**config.mk**
```make
export PLATFORM = sky130hd
export DESIGN_NAME = onehot_step_sequencer
export DESIGN_NICKNAME = d
export VERILOG_FILES = /design/src/rtl/onehot_step_sequencer_pkg.sv /design/src/rtl/decoder_n_to_onehot.sv /design/src/rtl/onehot_step_sequencer.sv
export SDC_FILE = /design/constraint.sdc
export NUM_CORES = 1
export LEC_CHECK = 0
export ABC_AREA = 1
export CAP_MARGIN = 20
export CORE_AREA = 2 2 39 41
export CTS_CLUSTER_SIZE = 14
export DETAILED_ROUTE_END_ITERATION = 10
export DIE_AREA = 0 0 41 43
export PLACE_DENSITY_LB_ADDON = 0.15
export SLEW_MARGIN = 20
export SYNTH_ARGS = -nofsm -noshare
export SYNTH_HDL_FRONTEND = slang
export SYNTH_SLANG_ARGS = --single-unit
```
**constraint.sdc**
```tcl
create_clock -name clock -period 1.44 [get_ports clock]
set_clock_uncertainty 0.15 [all_clocks]
set_input_delay 0.288 -clock clock [delete_from_list [all_inputs] [get_ports clock]]
set_output_delay 0.288 -clock clock [all_outputs]
set_load 0.02 [all_outputs]
```
**src/rtl/onehot_step_sequencer_pkg.sv**
```systemverilog
// onehot_step_sequencer_pkg: default step-index width and step-count derivation shared by control-unit blocks
package onehot_step_sequencer_pkg;
   localparam int DEFAULT_WIDTH = 3;
   function automatic int num_steps(input int width);
      return 1 << width;
   endfunction
endpackage

```
**src/rtl/decoder_n_to_onehot.sv**
```systemverilog
// decoder_n_to_onehot: gated 1-of-N decode; binary selects one_hot[binary] (index 0 is the MSB), enable=0 forces all zeros
module decoder_n_to_onehot
   import onehot_step_sequencer_pkg::*;
#(
   parameter int WIDTH = DEFAULT_WIDTH
) (
   input  logic [WIDTH-1:0]            binary,
   input  logic                        enable,
   output logic [0:num_steps(WIDTH)-1] one_hot
);
   always_comb begin
      one_hot = '0;
      one_hot[binary] = enable;
   end
endmodule

```
**src/rtl/onehot_step_sequencer.sv**
```systemverilog
// onehot_step_sequencer: up/down step counter 0..LAST with clear/load, wrap pulse, sticky load_error and gated one-hot decode
// Ports: clock/reset (async, active high); clear > load > step control; down selects direction;
//        enable gates one_hot only; binary is the registered step index; wrap pulses after a wrapping step.
module onehot_step_sequencer
   import onehot_step_sequencer_pkg::*;
#(
   parameter int WIDTH = DEFAULT_WIDTH,
   parameter int LAST  = num_steps(WIDTH) - 1
) (
   input  logic                        clock,
   input  logic                        reset,
   input  logic                        clear,
   input  logic                        load,
   input  logic [WIDTH-1:0]            load_value,
   input  logic                        step,
   input  logic                        down,
   input  logic                        enable,
   output logic [WIDTH-1:0]            binary,
   output logic [0:num_steps(WIDTH)-1] one_hot,
   output logic                        wrap,
   output logic                        load_error
);
   localparam logic [WIDTH-1:0] LAST_V = WIDTH'(LAST);
   logic [WIDTH-1:0] binary_next;
   logic wrap_next, error_next, at_last, at_zero, over;
   assign at_last = binary == LAST_V;
   assign at_zero = binary == '0;
   // compared as int so the range test stays meaningful when LAST is the top code
   assign over = int'(load_value) > LAST;
   always_comb begin
      binary_next = binary;
      wrap_next = 1'b0;
      error_next = load_error;
      if (clear) begin
         binary_next = '0;
         error_next = 1'b0;
      end else if (load) begin
         binary_next = over ? '0 : load_value;
         error_next = load_error | over;
      end else if (step) begin
         binary_next = down ? (at_zero ? LAST_V : binary - WIDTH'(1)) : (at_last ? '0 : binary + WIDTH'(1));
         wrap_next = down ? at_zero : at_last;
      end
   end
   always_ff @(posedge clock or posedge reset) begin
      if (reset) begin
         binary <= '0;
         wrap <= 1'b0;
         load_error <= 1'b0;
      end else begin
         binary <= binary_next;
         wrap <= wrap_next;
         load_error <= error_next;
      end
   end
   decoder_n_to_onehot #(.WIDTH(WIDTH)) u_decode (
      .binary (binary),
      .enable (enable),
      .one_hot(one_hot)
   );
endmodule

```
==> reports/qor.csv, run 1 <==
metric,value,unit
Worst EP arrival,1.56,ns
RSZ-0062 raised after global routing,yes,
max-slew violation count,0,
diode count,0,
synthesized area,405,µm²
Iter 0 DRT Violations,0,
share of the synthesized area in the top cell type,25.0,%
CP Launch Type,flop,
Critical Path RT,1.42,ns
status,"finished, violations left",
hold_buf cts,0,
Final GP Congestion,0.805,
core area,1380,µm²
"EDFF count, synth",0,
commonest cells in the netlist,"27 x nand2_1, 9 x inv_1, 9 x nor2_1",
Reg2Reg Capture Point,binary[2]$_DFFE_PP0P_,
Syn. warnings,0,
share of cells above drive strength 1,52.9,%
clock buffer depth,2,
synth top area cells,"nand2_1 25%, dfrtp_1 25%, ha_1 12%, inv_1 8.3%, nor2_1 8.3%",
fmax,0.632,GHz
Worst Path Max Fanout,3,
cell count after placement,113,
Routed WL,1150,µm
"FF+latch count, synth",4,
vias in the first global route,465,
failing checks,negative setup slack,
first-pass GRT wire length,1840,µm
fin crit period,1.58,ns
cell taking the most area after synthesis,nand2_1,
Rows,14,
CTS sink count,4,
endpoints failing hold,0,
cell with the most instances after synthesis,nand2_1,
fin worst setup slack,-0.141,ns
Worst Reg-to-Reg Cells,8,
post-synthesis sequential area ratio,24.7,%
hold slack,0.0826,ns
DR pass1 iterations,1,
Die Ht,43,µm
GRT Util Overall,16.1,%
Final Power,558,µW
Final setup viols,12,
worst hold path class,in -> async,
critical path class,reg -> reg,
num ports,23,
fin nets,120,
pwr dens,664,nW/µm²
initial antenna violation count,0,
Synth async-reset ratio,100,%
Initial Util,29.3,%
CTS tree,yes,
Reg-to-Reg Start,binary[0]$_DFFE_PP0P_,
largest net degree at the start of global routing,6,
full die area,1760,µm²
DIE WIDTH,41,µm
drt drc,0,
remaining global-route overflow,0,
P_leak,0.438,nW
latest clock arrival within the worst-skew pair,0.24,ns
Mapped Cells,68,
Max Cap Viol,0,
vias per cell,4.31,
CTS Buf Count,3,
crit end category,flop,
Netlist cell types,17,
antenna-violating nets left,0,
CTS root buf,clkbuf_4,
Layout area overhead,107,%
HPWL Detailed,911,µm
"Top FF cell, synth",dfrtp_1,
Final period util,110,%
"CTS clk-pin slew, worst paths",0.04,ns
H-tree Lvls,1,
post-synthesis net count,82,
Syn Area/Cell,5.96,µm²
Max rail drop VDD,0.366,mV
DR vias,517,
Buffers on Ports,21,
final std cells w/o fill,120,
routed len/inst,9.60,µm
Reg2Reg Setup Slack,-0.14,ns
[sequential cells by signal, indices dropped and copies added (netlist names)]
| register | count |
|---|---|
| binary | 3 |
| wrap | 1 |
[layout make-up]
type	count	area [µm²]
Timing Repair Buffer	34	309
Tap cell	16	20.0
Inverter	11	41.3
Multi-Input combinational cell	52	343
Sequential cell	4	104
Clock buffer	3	22.5
Fill cell	141	544
[metrics by stage]
| step | utilization (%) | worst slack [ns] | setup TNS, ns | cell area [µm²] |
|---|---|---|---|---|
| final | 60.7 | -0.141 | -0.814 | 840 |
| after global routing | 60.7 | -0.221 | -1.45 | 840 |
| after CTS | 57.1 | -0.143 | -0.890 | 790 |
| after detailed placement | 52.8 | -0.619 | -5.60 | 731 |
| after global placement | 52.8 | -0.610 | -5.29 | 731 |
| after floorplan | - | -0.0566 | -0.107 | 440 |
[per-layer routing]
metal	part of all wire (%)	track usage, %
met1	37	17.6
met2	57	26.6
met3	4.6	3.14
met4	1.4	10.0
met5	0	0
[cells by family after synthesis]
kind of cell,share of synthesized area [%]
adders and majority gates,12.3
other,0.925
DFF,24.7
buffers and inverters,12.0
AOI/OAI and AO/OA,9.26
and+or+nand+nor,40.7
[worst max path at each step]
stage / endpoint / slack [ns] / from / depth (start not counted)
floorplan: binary[2]$_DFFE_PP0P_ / -0.06 / binary[1]$_DFFE_PP0P_ / 7
global placement: one_hot[6] / -0.61 / enable / 4
detailed placement: one_hot[4] / -0.62 / enable / 4
CTS: binary[2]$_DFFE_PP0P_ / -0.14 / binary[1]$_DFFE_PP0P_ / 8
global route: binary[2]$_DFFE_PP0P_ / -0.22 / binary[1]$_DFFE_PP0P_ / 8
finish: binary[2]$_DFFE_PP0P_ / -0.14 / binary[0]$_DFFE_PP0P_ / 8
[worst max-delay path, cell delays in order (launching register included)]
cell and delay [ns]:
dfrtp_2 0.42, buf_6 0.13, ha_4 0.16, ha_4 0.20, or2_4 0.22, nand2_2 0.06, nand2_2 0.04, nand2_1 0.05
nand2_1 0.05
[report_power, final]
part / internal [mW] / switching (mW) / total [mW]
Clock: 0.0936 / 0.0509 / 0.144
Sequential: 0.123 / 0.0108 / 0.133
Combinational: 0.145 / 0.135 / 0.280
[timing repair]
item	in CTS	in global routing
endpoints found under the setup margin	14	14
pin swaps	2	9
buffers inserted	2	2
resized for setup	65	16
[cell usage in the layout (no fill, tap or decap)]
master / instances
a21oi_1: 1
nor2_2: 4
or2_4: 2
o21ai_2: 2
nand2_4: 2
nor3_1: 1
dfrtp_2: 3
buf_4: 15
ha_1: 1
conb_1: 1
a21oi_2: 1
inv_1: 6
nand2_2: 7
nand2_1: 18
buf_6: 8
o21ai_1: 2
clkbuf_4: 3
nor2_1: 5
clkdlybuf4s50_1: 8
nand3_1: 2
ha_4: 3
inv_2: 5
dlygate4sd2_1: 3
dfrtp_1: 1
Power figures use the tool's default switching activity.
==> run 2: changes to the inputs <==
--- a/config.mk
+++ b/config.mk
@@ -11,7 +11,8 @@
 export CTS_CLUSTER_SIZE = 14
 export DETAILED_ROUTE_END_ITERATION = 10
 export DIE_AREA = 0 0 41 43
-export PLACE_DENSITY_LB_ADDON = 0.15
+export PLACE_DENSITY = 0.65
+export SKIP_LAST_GASP = 1
 export SLEW_MARGIN = 20
 export SYNTH_ARGS = -nofsm -noshare
 export SYNTH_HDL_FRONTEND = slang
==> run 2 against run 1 <==
The flow still finishes with violations (negative setup slack). Global-route usage stayed put. Critical endpoint unchanged. Sequential power hardly changed. Critical path depth unchanged. Fmax increased by 1.2%. Sequential share of layout area up 0.58 points. Worst setup slack better by 0.019 ns. Combinational power down 9.6%. Final area is 4.5% lower. Wire length rose by 2.3%. First-iteration DRC count grew 7. Final cell count fell by 0.83%. Critical path type unchanged. Highest routed layer unchanged.
==> reports/qor.csv, run 2 (same netlist as run 1, synthesis figures left out) <==
metric,value,unit,change
status,"finished, violations left",,
failing checks,negative setup slack,,
GRT Util Overall,16.1,%,unchanged
max-slew violation count,0,,unchanged
core area,1380,µm²,unchanged
Routed WL,1180,µm,+2.3%
Iter 0 DRT Violations,7,,+7
vias in the first global route,484,,+4.1%
antenna-violating nets left,0,,unchanged
share of cells above drive strength 1,46.6,%,-6.3 points
cell count after placement,112,,-0.88%
full die area,1760,µm²,unchanged
vias per cell,4.40,,+2.2%
DR vias,524,,+1.4%
RSZ-0062 raised after global routing,yes,,
critical path class,reg -> reg,,
first-pass GRT wire length,1870,µm,+1.5%
latest clock arrival within the worst-skew pair,0.23,ns,about the same
Worst Reg-to-Reg Cells,8,,unchanged
largest net degree at the start of global routing,7,,+1
fin crit period,1.56,ns,-0.0189 ns
diode count,0,,unchanged
initial antenna violation count,0,,unchanged
most numerous cell on the critical path,nand2_1,,
hold_buf cts,0,,unchanged
H-tree Lvls,1,,unchanged
fmax,0.640,GHz,+1.2%
fin nets,119,,-0.83%
most flop-heavy register,binary,,
remaining global-route overflow,0,,unchanged
Reg2Reg Capture Point,binary[2]$_DFFE_PP0P_,,
Max Cap Viol,0,,unchanged
Rows,14,,unchanged
Largest register FFs,3,,unchanged
Die Ht,43,µm,unchanged
Final GP Congestion,0.750,,-6.8%
CTS tree,yes,,
CTS Buf Count,3,,unchanged
worst hold path class,in -> async,,
layout filler cell count,143,,+1.4%
"CTS clk-pin slew, worst paths",0.04,ns,about the same
HPWL Detailed,907,µm,-0.45%
CP max stage delay,0.42,ns,about the same
num ports,23,,unchanged
crit-path cells,"buf_6, ha_4, ha_4, or2_4, nand2_1, nand2_1, nand2_1, nand2_1",,
Final period util,108,%,-1.3 points
Initial Util,29.3,%,unchanged
CTS root buf,clkbuf_4,,
Worst Path Max Fanout,3,,unchanged
endpoints failing hold,0,,unchanged
Final Power,522,µW,-6.4%
Reg2Reg Setup Slack,-0.12,ns,+0.02 ns
fin worst setup slack,-0.122,ns,+0.0189 ns
pwr dens,651,nW/µm²,-2.0%
Final setup viols,11,,-1
DR pass1 iterations,4,,+3
clock buffer depth,2,,unchanged
Worst EP arrival,1.54,ns,-0.02 ns
Layout area overhead,97.8,%,
Reg-to-Reg Start,binary[1]$_DFFE_PP0P_,,
most frequent cells in the layout,"21 x nand2_1, 16 x buf_4, 8 x inv_1, 8 x clkdlybuf4s50_1, 5 x nor2_1",,
Buffers on Ports,21,,unchanged
drt drc,0,,unchanged
P_leak,0.428,nW,-2.3%
routed len/inst,9.91,µm,+3.2%
"most common cell after layout, fill and taps aside",nand2_1,,
CP Launch Type,flop,,
final std cells w/o fill,119,,-0.83%
Crit-path slowest cell,dfrtp_2,,
Max rail drop VDD,0.431,mV,+18%
CTS sink count,4,,unchanged
Largest regs,"binary x3, wrap x1",,
DIE WIDTH,41,µm,unchanged
Critical Path RT,1.41,ns,about the same
crit end category,flop,,
==> run 2: cell types whose count changed in the layout (fill, tap and decap cells not counted), moves of 2 or more <==
cell     delta
buf_6       -4
inv_1       +2
nand2_2     -3
nand2_1     +3
inv_2       -2
==> run 2: per-stage QoR <==
| step | instance area [µm²] | utilization (%) | TNS, ns | worst slack, ns | hold WS (ns) |
|---|---|---|---|---|---|
| 4_1_cts | 743 | 53.7 | -0.982 | -0.132 | 0.0839 |
| 5_1_grt | 802 | 58.0 | -1.67 | -0.180 | 0.100 |
| 2_1_floorplan | 440 | - | -0.107 | -0.0566 | -0.0961 |
| 3_3_place_gp | 723 | 52.3 | -5.23 | -0.599 | 0.335 |
| 3_5_place_dp | 723 | 52.3 | -5.40 | -0.627 | 0.330 |
| 6_report | 802 | 58.0 | -0.935 | -0.122 | 0.0896 |
==> run 2: area by class of cell <==
| class | count | area (µm²) | share of cell area (%) |
|---|---|---|---|
| inverters | 11 | 41.3 | 5.15 |
| flip-flops and latches | 4 | 104 | 12.9 |
| well taps | 16 | 20.0 | 2.50 |
| clock buffers | 3 | 22.5 | 2.81 |
| multi-input cells | 52 | 327 | 40.7 |
| repair buffers | 33 | 288 | 35.9 |
==> run 2: layer usage <==
metal | vias to the layer above | GRT usage, % | part of all wire, %
li1 | 275 | - | -
met1 | 228 | 16.3 | 38
met3 | 2 | 6.28 | 3.7
met2 | 19 | 25.9 | 57
met4 | 0 | 10.0 | 1.4
met5 | - | 0 | 0
==> run 2: repair_timing <==
action / 4_1_cts / 5_1_grt
pin swaps: 4 / 3
resized for setup: 55 / 14
endpoints found under the setup margin: 14 / 13
setup buffers: 2 / 2
==> run 2: power by group <==
| part | leakage [nW] | internal, mW | total [mW] | switching [mW] |
|---|---|---|---|---|
| sequential | 0.0488 | 0.123 | 0.133 | 0.0100 |
| combinational | 0.365 | 0.125 | 0.253 | 0.128 |
| clock | 0.0138 | 0.0930 | 0.136 | 0.0430 |
==> run 2: worst max-delay path: cells and delay by family (launching register included) <==
family	cells	cell delay (ns)
DFF	1	0.42
and+or+nand+nor	5	0.40
adders and majority gates	2	0.36
buffers and inverters	1	0.13
==> run 2: worst max-delay path by stage <==
stage,startpoint,cells past startpoint,to
floorplan,binary[1]$_DFFE_PP0P_,7,binary[2]$_DFFE_PP0P_
global placement,enable,4,one_hot[0]
detailed placement,enable,4,one_hot[0]
CTS,binary[1]$_DFFE_PP0P_,8,binary[2]$_DFFE_PP0P_
global route,binary[1]$_DFFE_PP0P_,4,one_hot[1]
finish,binary[1]$_DFFE_PP0P_,8,binary[2]$_DFFE_PP0P_
==> run 3: changes to the inputs <==
--- a/config.mk
+++ b/config.mk
@@ -11,7 +11,9 @@
 export CTS_CLUSTER_SIZE = 14
 export DETAILED_ROUTE_END_ITERATION = 10
 export DIE_AREA = 0 0 41 43
+export GPL_ROUTABILITY_DRIVEN = 0
 export PLACE_DENSITY = 0.65
+export RECOVER_POWER = 50
 export SKIP_LAST_GASP = 1
 export SLEW_MARGIN = 20
 export SYNTH_ARGS = -nofsm -noshare
==> run 3 against run 2 <==
The run still ends with negative setup slack left. Critical path depth is the same. Count of clock-buffer cells in the layout is the same. Sequential power is essentially flat. Combinational power is essentially flat. Wire length is the same. Highest routed layer unchanged.
==> reports/qor.csv, run 3 (same netlist as run 1, synthesis figures left out) <==
metric,value,unit,change
Rows,14,,unchanged
Final period util,108,%,unchanged
max-slew violation count,0,,unchanged
remaining global-route overflow,0,,unchanged
layout filler cell count,143,,unchanged
hold_buf cts,0,,unchanged
Largest register FFs,3,,unchanged
latest clock arrival within the worst-skew pair,0.23,ns,about the same
"most common cell after layout, fill and taps aside",nand2_1,,
pwr dens,650,nW/µm²,-0.11%
DIE WIDTH,41,µm,unchanged
drt drc,0,,unchanged
fmax,0.640,GHz,unchanged
endpoints failing hold,0,,unchanged
initial antenna violation count,0,,unchanged
clock buffer depth,2,,unchanged
Max Cap Viol,0,,unchanged
fin worst setup slack,-0.122,ns,unchanged
critical path class,reg -> reg,,
Buffers on Ports,21,,unchanged
share of cells above drive strength 1,46.6,%,unchanged
Routed WL,1180,µm,unchanged
vias in the first global route,484,,unchanged
Max rail drop VDD,0.431,mV,about the same
Critical Path RT,1.41,ns,about the same
GRT Util Overall,16.1,%,unchanged
largest net degree at the start of global routing,7,,unchanged
DR pass1 iterations,4,,unchanged
hold slack,0.226,ns,+0.137 ns
routed len/inst,9.91,µm,unchanged
fin crit period,1.56,ns,unchanged
CTS Buf Count,3,,unchanged
"CTS clk-pin slew, worst paths",0.04,ns,about the same
crit end category,flop,,
DR vias,524,,unchanged
Initial Util,29.3,%,unchanged
HPWL Detailed,907,µm,unchanged
Largest regs,"binary x3, wrap x1",,
Reg2Reg Setup Slack,-0.12,ns,about the same
worst hold path class,in -> async,,
failing checks,negative setup slack,,
core area,1380,µm²,unchanged
Final setup viols,11,,unchanged
first-pass GRT wire length,1870,µm,unchanged
RSZ-0062 raised after global routing,yes,,
full die area,1760,µm²,unchanged
CP Launch Type,flop,,
CTS root buf,clkbuf_4,,
num ports,23,,unchanged
P_leak,0.428,nW,about the same
most flop-heavy register,binary,,
CTS tree,yes,,
diode count,0,,unchanged
Worst EP arrival,1.54,ns,about the same
Iter 0 DRT Violations,7,,unchanged
fin util,58.0,%,unchanged
Layout area overhead,97.8,%,unchanged
vias per cell,4.40,,unchanged
fin nets,119,,unchanged
CTS sink count,4,,unchanged
Die Ht,43,µm,unchanged
H-tree Lvls,1,,unchanged
Worst Path Max Fanout,3,,unchanged
most frequent cells in the layout,"21 x nand2_1, 16 x buf_4, 8 x inv_1, 7 x clkdlybuf4s50_1, 5 x nor2_1",,
status,"finished, violations left",,
antenna-violating nets left,0,,unchanged
==> run 3: cell types whose count changed in the layout (fill, tap and decap cells not counted), sizes merged <==
| cell | previous run | this run |
|---|---|---|
| clkdlybuf4s50 | 8 | 7 |
| dlygate4sd3 | 0 | 1 |
==> run 3: stage by stage <==
stage	setup TNS (ns)	cells	instance area, µm²	setup WS [ns]	power, mW
5_1_grt	-1.67	119	802	-0.180	0.577
3_3_place_gp	-5.23	112	723	-0.599	0.356
3_5_place_dp	-5.40	112	723	-0.627	0.358
2_1_floorplan	-0.107	68	440	-0.0566	0.252
4_1_cts	-0.982	117	743	-0.132	0.504
6_report	-0.935	119	802	-0.122	0.521
==> run 3: timing repair <==
item                       in CTS  in global routing
setup endpoints to repair      14                 13
pin swaps                       4                  3
resized for setup              55                 14
buffers inserted                2                  2
==> run 3: layout make-up <==
| cell class | instances | area [µm²] | area share (%) |
|---|---|---|---|
| Multi-Input combinational cell | 52 | 327 | 40.7 |
| Timing Repair Buffer | 33 | 288 | 35.9 |
| Tap cell | 16 | 20.0 | 2.50 |
| Inverter | 11 | 41.3 | 5.15 |
| Clock buffer | 3 | 22.5 | 2.81 |
| Sequential cell | 4 | 104 | 12.9 |
==> run 3: final timing paths <==
kind                                        from                    end  cells after the start
min in group clock         binary[0]$_DFFE_PP0P_  binary[0]$_DFFE_PP0P_                      3
min reg2reg                binary[0]$_DFFE_PP0P_  binary[0]$_DFFE_PP0P_                      3
min                                        reset  binary[1]$_DFFE_PP0P_                      2
max                        binary[1]$_DFFE_PP0P_  binary[2]$_DFFE_PP0P_                      8
max in group asynchronous                  reset  binary[0]$_DFFE_PP0P_                      2
max reg2reg                binary[1]$_DFFE_PP0P_  binary[2]$_DFFE_PP0P_                      8
==> run 3: routing by layer <==
layer	track usage [%]	routed length, µm	vias up
li1	-	-	275
met1	16.3	447	228
met2	25.9	670	19
met3	6.28	44	2
met4	10.0	17	0
met5	0	0	-
==> run 3: worst max-delay path, cell delays in order (launching register included) <==
cell,delay (ns)
dfrtp_2,0.42
buf_6,0.13
ha_4,0.16
ha_4,0.20
or2_4,0.21
nand2_1,0.05
nand2_1,0.05
nand2_1,0.05
nand2_1,0.04
==> run 3: where the power goes <==
| part | internal [mW] | switching [mW] | total, mW |
|---|---|---|---|
| logic | 0.125 | 0.128 | 0.252 |
| clock network | 0.0930 | 0.0430 | 0.136 |
| registers | 0.123 | 0.0100 | 0.133 |
